<file path="config.mk">
export PLATFORM = sky130hd
export DESIGN_NAME = dmem_dump_ctrl
export DESIGN_NICKNAME = d
export VERILOG_FILES = /design/src/rtl/dmem_dump_ctrl.sv
export SDC_FILE = /design/constraint.sdc
export NUM_CORES = 1
export LEC_CHECK = 0
export CAP_MARGIN = 20
export CELL_PAD_IN_SITES_DETAIL_PLACEMENT = 0
export CELL_PAD_IN_SITES_GLOBAL_PLACEMENT = 1
export CORE_ASPECT_RATIO = 1.2
export CORE_MARGIN = 3
export CORE_UTILIZATION = 35
export CTS_CLUSTER_DIAMETER = 150
export CTS_CLUSTER_SIZE = 12
export DETAILED_ROUTE_END_ITERATION = 8
export PLACE_DENSITY = 0.82
export SYNTH_ARGS = -nofsm -noshare
export SYNTH_HDL_FRONTEND = slang
export SYNTH_SLANG_ARGS = --single-unit
</file>
<file path="constraint.sdc">
create_clock -name clk -period 2.6 [get_ports clk]
set_input_delay 0.52 -clock clk [delete_from_list [all_inputs] [get_ports clk]]
set_output_delay 0.52 -clock clk [all_outputs]
set_load 0.02 [all_outputs]
</file>
<file path="src/rtl/dmem_dump_ctrl.sv">
// mMIPS data-memory port owner: passes core accesses through while running, then after HALT_PC
// streams every memory word out on a valid/ready port in address order.
module dmem_dump_ctrl #(
  parameter int          ADDR_W  = 15,
  parameter logic [31:0] HALT_PC = 32'h44,
  parameter int          CYC_W   = 32
) (
  input  logic              clk,
  input  logic              rst,
  input  logic              en,
  input  logic [31:0]       pc,
  output logic              cpu_en,
  input  logic              cpu_req,
  input  logic [3:0]        cpu_we,
  input  logic [ADDR_W-1:0] cpu_addr,
  input  logic [31:0]       cpu_wdata,
  output logic [31:0]       cpu_rdata,
  output logic              mem_en,
  output logic [3:0]        mem_we,
  output logic [ADDR_W-1:0] mem_addr,
  output logic [31:0]       mem_wdata,
  input  logic [31:0]       mem_rdata,
  output logic              dump_valid,
  input  logic              dump_ready,
  output logic [ADDR_W-1:0] dump_addr,
  output logic [31:0]       dump_data,
  output logic              dump_last,
  output logic              done,
  output logic [CYC_W-1:0]  cycles
);
  localparam int EW = ADDR_W + 32;

  typedef enum logic [1:0] {RUN, DRAIN, DUMP, FIN} state_t;
  state_t state, state_nx;

  logic [ADDR_W:0]       rd_ptr;
  logic                  infl;
  logic [ADDR_W-1:0]     infl_addr;
  logic [1:0][EW-1:0]    fifo;
  logic                  wr_idx, rd_idx;
  logic [1:0]            cnt;
  logic [2:0]            occ;
  logic                  issue, pop, pop_fifo, push, head_infl, halt;
  logic [EW-1:0]         head;

  assign halt      = en && (pc == HALT_PC);
  assign cpu_rdata = mem_rdata;
  assign cpu_en    = (state == RUN);
  assign done      = (state == FIN);

  always_ff @(posedge clk or negedge rst)
    if (!rst) state <= RUN;
    else      state <= state_nx;

  always_comb begin
    state_nx = state;
    case (state)
      RUN:     if (halt) state_nx = DRAIN;
      DRAIN:   state_nx = DUMP;
      DUMP:    if (pop && dump_last) state_nx = FIN;
      default: state_nx = state;
    endcase
  end

  // Slots in use include the read whose data is on mem_rdata right now, so at most two are open.
  assign occ = {1'b0, cnt} + {2'b0, infl};

  always_comb begin
    mem_en    = 1'b0;
    mem_we    = 4'b0;
    mem_addr  = cpu_addr;
    mem_wdata = cpu_wdata;
    issue     = 1'b0;
    case (state)
      RUN: begin
        mem_en = cpu_req & en;
        mem_we = cpu_we & {4{cpu_req & en}};
      end
      DUMP: begin
        issue    = !rd_ptr[ADDR_W] && (occ < 3'd2);
        mem_en   = issue;
        mem_addr = rd_ptr[ADDR_W-1:0];
      end
      default: ;
    endcase
  end

  // With the FIFO empty the head beat comes straight off mem_rdata, saving a cycle of latency;
  // if it is not taken it is captured and re-presented unchanged from the FIFO.
  assign head_infl  = (cnt == 2'd0);
  assign head       = head_infl ? {infl_addr, mem_rdata} : fifo[rd_idx];
  assign dump_valid = (state == DUMP) && (!head_infl || infl);
  assign dump_addr  = head[EW-1:32];
  assign dump_data  = head[31:0];
  assign dump_last  = dump_valid && (&dump_addr);
  assign pop        = dump_valid && dump_ready;
  assign pop_fifo   = pop && !head_infl;
  assign push       = infl && !(head_infl && pop);

  always_ff @(posedge clk or negedge rst)
    if (!rst) begin
      rd_ptr    <= '0;
      infl      <= 1'b0;
      infl_addr <= '0;
      fifo      <= '0;
      wr_idx    <= 1'b0;
      rd_idx    <= 1'b0;
      cnt       <= 2'd0;
    end else begin
      infl <= issue;
      if (issue) begin
        infl_addr <= rd_ptr[ADDR_W-1:0];
        rd_ptr    <= rd_ptr + 1'b1;
      end
      if (push) begin
        fifo[wr_idx] <= {infl_addr, mem_rdata};
        wr_idx       <= ~wr_idx;
      end
      if (pop_fifo) rd_idx <= ~rd_idx;
      cnt <= cnt + 2'(push) - 2'(pop_fifo);
    end

  always_ff @(posedge clk or negedge rst)
    if (!rst)                                 cycles <= '0;
    else if (state == RUN && en && ~&cycles) cycles <= cycles + 1'b1;

endmodule

</file>
==> results_dict.tcl, run 1 <==
set metrics [dict create \
    outcome "complete, but fails checks" \
    failed_checks "negative setup slack" \
    criticalPathCategory "reg -> out" \
    cts.path.max_buffers 2 \
    clkSlewWorstSetupHoldPaths_ps 70 \
    cp.required_ps 2080 \
    synth_sequential_area_ratio_pct 48.31 \
    worst-slew-pin-transition_ps 586.8 \
    core_area_sq_um 23510 \
    clock_insertion_delay_at_the_later_pin_of_the_skew_report_ps 420 \
    power.static_leakage_uw 0.005500 \
    timing.critical_path.from_type "flop" \
    design.final.nets 1113 \
    grt_antenna_before_repair 0 \
    grt.overflow.total 0 \
    ys_seq_elements 164 \
    finalSetupViolCount 1 \
    die_height_um 176.7 \
    port-buffer-count 222 \
    m1WireLength_mm 8.803 \
    route.met3.wl_mm 1.326 \
    routed_wl_mm 20.96 \
    cts_tree "yes" \
    peakVddDrop_v 0.0005433 \
    asyncSetResetFlopFracSynth_pct 100.0 \
    synth_compound_area_share_pct 3.859 \
    final_min_period_over_clock_period_pct 110.1 \
    worst_case_clock_skew_ps 10.34 \
    mappedNetlistNets 904 \
    reg2reg_to "state[1]" \
    firstDrtPassIters 4 \
    post-route-min-period_ps 2863 \
    yosys_most_used_dff "sky130_fd_sc_hd__dfrtp_1" \
    cts-hold-fix-buffers 0 \
    setup-tns-final_ps -262.8 \
    clock_sink_count 164 \
    hold_viol 0 \
    synth-adder-area-share_pct 1.178 \
    detailedRoute.firstIterationViolations 247 \
    die-area_sq_um 26190 \
    post_synth_instance_area_sq_um 8496 \
    hold_path.class "in -> async" \
    final_layout_size_suffix_gt1_share_pct 24.25 \
    placementRows 61 \
    r2r_start "cnt[1]" \
    synth_simple_gate_area_share_pct 11.89 \
    synth.distinct_cells 42 \
    route.vias.total 6297 \
    hold_slack_ps 29.91 \
    regToRegSetupSlack_ps 30 \
    clock_tree.root_cell "sky130_fd_sc_hd__clkbuf_16" \
    io-pin-count 287 \
    cp_data_arrival_time_ps 2340 \
    fmaxAchievable_mhz 349.3 \
    htree_num_levels 4 \
    synth-xor-area-share_pct 5.052 \
    detail_route.wl_per_cell_um 15.96 \
    wire_length_of_the_first_global_routing_pass_mm 33.91 \
    detailroute.wirelength.met2_mm 10.57 \
    drv_cap 0 \
    synth_enable_flop_cells 0 \
    drc_errors 0 \
    die_width_um 148.2 \
    maxUsedRoutingLayer "met4" \
    worst-r2r-cell-count 10 \
    numCtsBuffers 17 \
    via_count_of_the_first_global_routing_pass 6556 \
    insertedDiodeCount 0 \
    route.detailed.vias_per_inst 4.796 \
    fin_ws_ps -262.8 \
    area.growth.synth_to_final_pct 37.89 \
    grt_max_degree 62 \
    yosys_warnings 0 \
    worst_slew_margin_rel_pct 60.33 \
    post_synth.cell_area_avg_sq_um 10.95 \
    synth_cells 776 \
    critPathMaxFanout 11 \
    dominant_combinational_cell_family_by_area_after_synthesis "multiplexers" \
    grt_usage_pct 16.20 \
    final_antenna_net_count 0 \
    slew_violations 0 \
    synthMuxAreaShare_pct 21.03 \
    finalWeightedCongestion 0.8343 \
    initial_utilization_pct 36.14 \
    detailed_place_hpwl_mm 15.00 \
    power_density_nw_per_um2 1015 \
    unrepaired_setup_endpoints_after_global_routing "yes" \
    worstSetupEndpointType "output pin" \
]
## synth_stat cells, drive strengths merged, types with 4 or more instances
cell / n / area share, %
mux2: 115 / 15
o21ai: 51 / 3.0
xnor2: 30 / 3.1
nor2: 21 / 0.93
buf: 82 / 6.7
nand3: 19 / 1.1
clkbuf: 16 / 0.71
nand4: 16 / 1.2
nand2: 100 / 4.4
dfrtp: 164 / 48
mux2i: 48 / 5.7
and4: 5 / 0.52
nor3: 9 / 0.59
nor4: 10 / 0.99
xor2: 19 / 2.0
nor4b: 5 / 0.52
and3: 11 / 0.81
ha: 8 / 1.2
a21oi: 4 / 0.28
inv: 28 / 1.2
## critical path, cell delays in order (launching register included)
cell and delay (ps):
sky130_fd_sc_hd__dfrtp_1 380, sky130_fd_sc_hd__or2_4 280, sky130_fd_sc_hd__buf_12 150, sky130_fd_sc_hd__mux2_4 310, sky130_fd_sc_hd__nor4_4 300, sky130_fd_sc_hd__nand2_1 70
sky130_fd_sc_hd__and4b_1 310, sky130_fd_sc_hd__buf_6 140
## cells in the final DEF, fill, tap and decap left out, drive strengths merged, types with 3 or more instances in the layout
cell type      instances
a21oi                  4
and2                   3
and3                  11
and4                   5
buf                   67
bufinv                 3
clkbuf                30
clkdlybuf4s15          5
clkdlybuf4s50        152
clkinvlp               3
dfrtp                164
dlygate4sd2           42
dlymetal6s2s          11
ha                     8
inv                   33
mux2                 115
mux2i                 48
nand2                100
nand3                 19
nand3b                 3
nand4                 16
nor2                  21
nor3                   9
nor4                  10
nor4b                  5
o21ai                 51
xnor2                 30
xor2                  19
## flip-flops by register name, summed over array words and instances, names as in the netlist
register / cells
state: 2
cnt: 2
cycles: 32
wr_idx: 1
infl: 1
infl_addr: 15
fifo: 94
rd_ptr: 16
rd_idx: 1
## worst max-delay path by stage
| stage | from | endpoint | slack (ps) | cells after the start |
|---|---|---|---|---|
| floorplan | cnt[0] | dump_last | 190 | 7 |
| global placement | cnt[0] | dump_last | -340 | 7 |
| detailed placement | cnt[0] | dump_last | -350 | 7 |
| CTS | cnt[0] | dump_last | -300 | 7 |
| global route | cnt[1] | dump_last | -350 | 7 |
| finish | cnt[1] | dump_last | -260 | 7 |
## report_power, final
group / total [uW] / switching, uW / internal [uW]
combinational: 5540 / 2840 / 2700
clock: 2650 / 1060 / 1580
sequential: 3710 / 417 / 3290
## area by class of cell
class | count | area [sq um]
well taps | 315 | 394.1
inverters | 28 | 105.1
flip-flops and latches | 164 | 4106
multi-input cells | 486 | 3709
fillers | 2217 | 11790
clock inverters | 12 | 167.7
clock buffers | 20 | 456.7
repair buffers | 288 | 2776
## metrics by stage
step	setup WS (ps)	utilization, %	cell area (sq um)	std cells	total power [uW]
after global routing	-346.7	49.84	11720	1313	12640
final	-262.8	49.84	11720	1313	11890
after floorplan	194.6	-	8496	776	7180
after detailed placement	-351.9	46.87	11020	1276	9523
after global placement	-341.0	46.87	11020	1276	9408
after CTS	-300.6	49.55	11650	1311	12060
## what timing repair did
| action | CTS | global route |
|---|---|---|
| setup endpoints to repair | 70 | 45 |
| cloned | 1 | 0 |
| pin swaps | 2 | 3 |
| setup buffers | 2 | 2 |
| hold endpoints to repair | 0 | 0 |
| gates resized for setup | 72 | 54 |
## per-layer routing
layer | up-vias | track usage (%)
met1 | 3077 | 19.14
li1 | 3020 | -
met2 | 180 | 28.70
met4 | 0 | 4.544
met5 | - | 0
met3 | 20 | 4.713
## logic make-up after synthesis
logic type	after synthesis
multiplexers	163
flip-flops	164
AND/OR/NAND/NOR	205
XOR/XNOR	49
adder cells (fa/ha/maj)	8
buffers and inverters	126
AO/OA/AOI/OAI	61
Note: power is estimated with default switching activity, not from simulation.
==> run 2: changes to the inputs <==
- CORE_UTILIZATION: 35 -> 42
- CTS_CLUSTER_DIAMETER: 150 -> 100
- DONT_BUFFER_PORTS: not set -> 1
- PLACE_DENSITY: 0.82 -> 0.71
==> results_dict.tcl, run 2 (synthesized netlist as in run 1, its figures left out) <==
set metrics [dict create \
    outcome "complete, but fails checks" \
    failed_checks "negative hold slack, negative setup slack" \
    grt_usage_pct 17.40 \
    critPathMaxFanout 6 \
    final_antenna_net_count 0 \
    fmaxAchievable_mhz 350.4 \
    placementRows 56 \
    timing.critical_path.from_type "flop" \
    pwr-share-comb_pct 43.6 \
    die_height_um 161.8 \
    route.detailed.vias_per_inst 5.375 \
    route.met3.wl_mm 1.215 \
    via_count_of_the_first_global_routing_pass 5779 \
    cp_data_arrival_time_ps 2330 \
    layout.cells.most_common_list "sky130_fd_sc_hd__dfrtp_1, sky130_fd_sc_hd__mux2_2, sky130_fd_sc_hd__nand2_1, sky130_fd_sc_hd__o21ai_0, sky130_fd_sc_hd__buf_4" \
    grt_max_degree 165 \
    cp.required_ps 2080 \
    finalWeightedCongestion 0.8188 \
    area.growth.synth_to_final_pct 9.971 \
    final_layout_size_suffix_gt1_share_pct 28.48 \
    post-route-min-period_ps 2854 \
    detail_route.wl_per_cell_um 18.32 \
    route.vias.total 5536 \
    routed_wl_mm 18.87 \
    power_density_nw_per_um2 1191 \
    multi_input_area_sq_um 3704 \
    design.final.nets 884 \
    clkSlewWorstSetupHoldPaths_ps 60 \
    layout.core_utilization_pct 47.45 \
    area.sequential_sq_um 4108 \
    port-buffer-count 0 \
    finalSetupViolCount 1 \
    insertedDiodeCount 0 \
    worst_slew_margin_rel_pct 56.06 \
    detailedRoute.firstIterationViolations 219 \
    hold_slack_ps -204.2 \
    filler_cell_count 1790 \
    maxUsedRoutingLayer "met4" \
    total_power_uw 11130 \
    clock_insertion_delay_at_the_later_pin_of_the_skew_report_ps 420 \
    largest_reg_flops 94 \
    most_common_cell_on_crit_path "sky130_fd_sc_hd__buf_6" \
    io-pin-count 287 \
    criticalPathCategory "reg -> out" \
    critical_path.top_delay_family "simple AND/OR/NAND/NOR gates" \
    worst_case_clock_skew_ps 8.817 \
    crit_buf_inv 2 \
    m1WireLength_mm 7.657 \
    cpMaxStageDelayCell "sky130_fd_sc_hd__dfrtp_1" \
    switching_share_pct 37.04 \
    detailroute.wirelength.met2_mm 9.686 \
    wire_length_of_the_first_global_routing_pass_mm 30.12 \
    internal_power_uw 7005 \
    initial_utilization_pct 43.15 \
    hold_viol 164 \
    htree_num_levels 4 \
    grt.overflow.total 0 \
    peakVddDrop_v 0.0005982 \
    die_width_um 135.8 \
    numCtsBuffers 17 \
    drv_cap 0 \
    detailed_place_hpwl_mm 13.35 \
    hold_path.class "in -> async" \
    power.share.sequential_pct 34.0 \
    core_area_sq_um 19690 \
    clock_tree.root_cell "sky130_fd_sc_hd__clkbuf_16" \
    fin_ws_ps -253.6 \
    crit_chain "or2_4, buf_6, mux2_4, nor4_4, nand2_1, and4b_2, buf_6" \
    clock_sink_count 164 \
    p_sw_uw 4121 \
    die-area_sq_um 21980 \
    worst-slew-pin-transition_ps 650.0 \
    slew_violations 0 \
    worstSetupEndpointType "output pin" \
    final_min_period_over_clock_period_pct 109.8 \
    power.static_leakage_uw 0.004362 \
    cts.path.max_buffers 2 \
    critical_path.max_stage_delay_ps 380 \
    layout_commonest_cell "sky130_fd_sc_hd__dfrtp_1" \
    unrepaired_setup_endpoints_after_global_routing "yes" \
    largestRegisters "fifo: 94 flops, cycles: 32 flops, rd_ptr: 16 flops" \
    largest_register "fifo" \
    cts_tree "yes" \
    p_clk_share_pct 22.4 \
    drc_errors 0 \
    grt_antenna_before_repair 0 \
    firstDrtPassIters 4 \
]
-- run 2: changes by cell type in the layout (fill, tap and decap cells not counted), sizes merged, moves of 3 or more --
cell           change
buf                -8
clkinv             +3
clkdlybuf4s15      -5
clkdlybuf4s50    -152
clkbuf            -12
dlygate4sd2       -42
dlymetal6s2s      -11
-- run 2: path summary, 6_finish.rpt --
check	startpoint	endpoint	cells past startpoint	slack (ps)
max	cnt[1]	dump_last	7	-250
min	rst	fifo[76]	0	-200
max reg2reg	cycles[21]	cycles[4]	6	190
min reg2reg	rd_ptr[15]	rd_ptr[15]	1	480
max in group asynchronous	rst	fifo[12]	0	2600
min in group clk	mem_rdata[25]	fifo[72]	1	250
-- run 2: metrics by stage --
step	area [sq um]	setup TNS (ps)	instances	setup slack [ps]	hold WS (ps)
after floorplan	8496	0	776	194.6	224.4
after global placement	8658	0	996	67.40	231.0
after detailed placement	8658	0	996	41.87	229.2
after global routing	9343	-363.8	1030	-363.8	-235.9
after CTS	9309	-286.2	1029	-286.2	-226.2
final	9343	-253.6	1030	-253.6	-204.2
-- run 2: layout make-up --
| type | count | share of cell area [%] |
|---|---|---|
| inverter | 28 | 1.125 |
| timing repair buffer | 59 | 5.544 |
| clock buffer | 18 | 4.594 |
| clock inverter | 14 | 1.634 |
| tap | 261 | 3.495 |
| multi-input combinational | 486 | 39.64 |
| sequential | 164 | 43.97 |
-- run 2: repair_timing --
| item | in CTS | in global routing |
|---|---|---|
| pin swaps | 4 | 0 |
| buffers inserted | 1 | 1 |
| gates resized for setup | 15 | 9 |
| hold endpoints to repair | 164 | 164 |
| setup endpoints to repair | 38 | 14 |
-- run 2: power by group through the flow --
stage / clock network, uW / logic [uW] / registers (uW)
finish: 2500 / 4850 / 3780
global route: 2690 / 5240 / 3880
detailed placement: 0 / 4810 / 3830
global placement: 0 / 4700 / 3750
CTS: 2570 / 4900 / 3780
floorplan: 0 / 3550 / 3630
-- run 2: metal layers --
metal | global-route usage (%) | up-vias
met1 | 20.08 | 2746
met2 | 30.80 | 206
li1 | - | 2556
met4 | 5.408 | 0
met3 | 5.359 | 28
met5 | 0 | -
==> run 3: changes to the inputs <==
- CTS_BUF_LIST: not set -> sky130_fd_sc_hd__clkbuf_16
- REMOVE_ABC_BUFFERS: not set -> 1
==> results_dict.tcl, run 3 (synthesized netlist as in run 1, its figures left out) <==
set metrics [dict create \
    r2r_start "cnt[1]" \
    slew_violations 0 \
    internal_power_uw 7032 \
    route.detailed.vias_per_inst 5.371 \
    setup-tns-final_ps -239.5 \
    critPathMaxFanout 4 \
    clock_insertion_delay_at_the_later_pin_of_the_skew_report_ps 420 \
    unrepaired_setup_endpoints_after_global_routing "yes" \
    initial_utilization_pct 43.15 \
    timing.critical_path.from_type "flop" \
    placementRows 56 \
    total_power_uw 11180 \
    power.static_leakage_uw 0.004380 \
    cts_tree "yes" \
    fin_ws_ps -239.5 \
    largestRegisters "fifo: 94 flops, cycles: 32 flops, rd_ptr: 16 flops" \
    numCtsBuffers 17 \
    insertedDiodeCount 0 \
    final_antenna_net_count 0 \
    detailed_place_hpwl_mm 14.37 \
    port-buffer-count 0 \
    switching_share_pct 37.12 \
    criticalPathCategory "reg -> out" \
    htree_num_levels 4 \
    die_height_um 161.8 \
    p_sw_uw 4151 \
    finalSetupViolCount 1 \
    route.vias.total 5543 \
    clock_tree.root_cell "sky130_fd_sc_hd__clkbuf_16" \
    reg2reg_to "state[1]" \
    grt.overflow.total 0 \
    layout_commonest_cell "sky130_fd_sc_hd__dfrtp_1" \
    worst_slew_margin_rel_pct 60.62 \
    grt_max_degree 165 \
    cp.required_ps 2080 \
    layout.cells.most_common_list "sky130_fd_sc_hd__dfrtp_1, sky130_fd_sc_hd__mux2_2, sky130_fd_sc_hd__nand2_1, sky130_fd_sc_hd__buf_4, sky130_fd_sc_hd__o21ai_0" \
    cts.path.max_buffers 2 \
    outcome "complete, but fails checks" \
    io-pin-count 287 \
    final_min_period_over_clock_period_pct 109.2 \
    power.share.sequential_pct 33.6 \
    clkSlewWorstSetupHoldPaths_ps 60 \
    detail_route.wl_per_cell_um 19.36 \
    grt_antenna_before_repair 0 \
    clock_sink_count 164 \
    layout.core_utilization_pct 47.53 \
    worst_case_clock_skew_ps 11.37 \
    die-area_sq_um 21980 \
    largest_reg_flops 94 \
    p_clk_share_pct 22.2 \
    routed_wl_mm 19.98 \
    detailedRoute.firstIterationViolations 201 \
    worst-slew-pin-transition_ps 590.7 \
    drv_cap 0 \
    hold_path.class "in -> async" \
    die_width_um 135.8 \
    hold_viol 164 \
    firstDrtPassIters 4 \
    worst-r2r-cell-count 9 \
    core_area_sq_um 19690 \
    worst_setup_slack_before_clock_tree_synthesis_ps 45.57 \
    filler_cell_count 1856 \
    failed_checks "negative hold slack, negative setup slack" \
    drc_errors 0 \
    peakVddDrop_v 0.0004923 \
    wire_length_of_the_first_global_routing_pass_mm 31.80 \
    hold_slack_ps -205.8 \
    regToRegSetupSlack_ps 280 \
    fmaxAchievable_mhz 352.2 \
    worstSetupEndpointType "output pin" \
    power_density_nw_per_um2 1195 \
    grt_usage_pct 18.51 \
    design.final.nets 886 \
    post-route-min-period_ps 2839 \
    via_count_of_the_first_global_routing_pass 5748 \
    pwr-share-comb_pct 44.2 \
    finalWeightedCongestion 0.8132 \
    cp_data_arrival_time_ps 2320 \
    area.growth.synth_to_final_pct 10.16 \
    largest_register "fifo" \
    final_layout_size_suffix_gt1_share_pct 28.40 \
]
run 3: cell count changes in the layout (fill, tap and decap cells not counted), sizes merged:
cell      before  now
clkbuf        18   17
clkinv         4    7
buf           59   61
clkinvlp       4    1
inv           32   33
run 3: worst max path at each step:
stage | startpoint | slack, ps | end | depth (start not counted)
floorplan | state[0] | -1630 | fifo[47] | 5
detailed placement | cnt[0] | 50 | dump_last | 8
CTS | cnt[1] | -280 | dump_last | 7
finish | cnt[1] | -240 | dump_last | 8
global route | cnt[0] | -350 | dump_last | 8
global placement | cnt[0] | 40 | dump_last | 8
run 3: layout make-up:
class                           instances  area (sq um)  area share [%]
Sequential cell                       164          4105           43.86
Multi-Input combinational cell        486          3702           39.56
Timing Repair Buffer                   61         539.3           5.762
Clock buffer                           17         425.4           4.545
Tap cell                              261         326.6           3.489
Clock inverter                         15         155.1           1.658
Inverter                               28         105.1           1.123
run 3: per-stage QoR:
stage          instance area (sq um)  cells
2_1_floorplan                   7863    678
3_3_place_gp                    8703    997
3_5_place_dp                    8703    997
4_1_cts                         9339   1032
5_1_grt                         9359   1032
6_report                        9359   1032
run 3: power by group through the flow:
stage          Combinational [uW]  Clock (uW)  Sequential (uW)
2_1_floorplan                3210           0             3770
3_3_place_gp                 4790           0             3740
3_5_place_dp                 4900           0             3810
4_1_cts                      4990        2550             3760
5_1_grt                      5330        2680             3860
6_report                     4940        2480             3760
run 3: what timing repair did:
item,CTS,global route
hold endpoints to repair,164,164
cloned,0,0
buffers inserted,3,0
endpoints found under the setup margin,37,36
resized for setup,9,7
pin swaps,4,3
run 3: per-layer routing:
layer | part of all wire, % | GRT usage (%) | vias up
li1 | - | - | 2559
met1 | 43 | 23.28 | 2743
met2 | 47 | 29.53 | 222
met3 | 8.6 | 7.621 | 19
met4 | 1.3 | 4.904 | 0
met5 | 0 | 0.9259 | -
run 3: worst max-delay path: stages (launching register included):
cell	delay (ps)
sky130_fd_sc_hd__dfrtp_1	390
sky130_fd_sc_hd__buf_6	140
sky130_fd_sc_hd__nor2_4	120
sky130_fd_sc_hd__mux2_4	320
sky130_fd_sc_hd__nor4_4	310
sky130_fd_sc_hd__buf_4	160
sky130_fd_sc_hd__nand2_1	40
sky130_fd_sc_hd__and4b_1	290
sky130_fd_sc_hd__buf_6	130
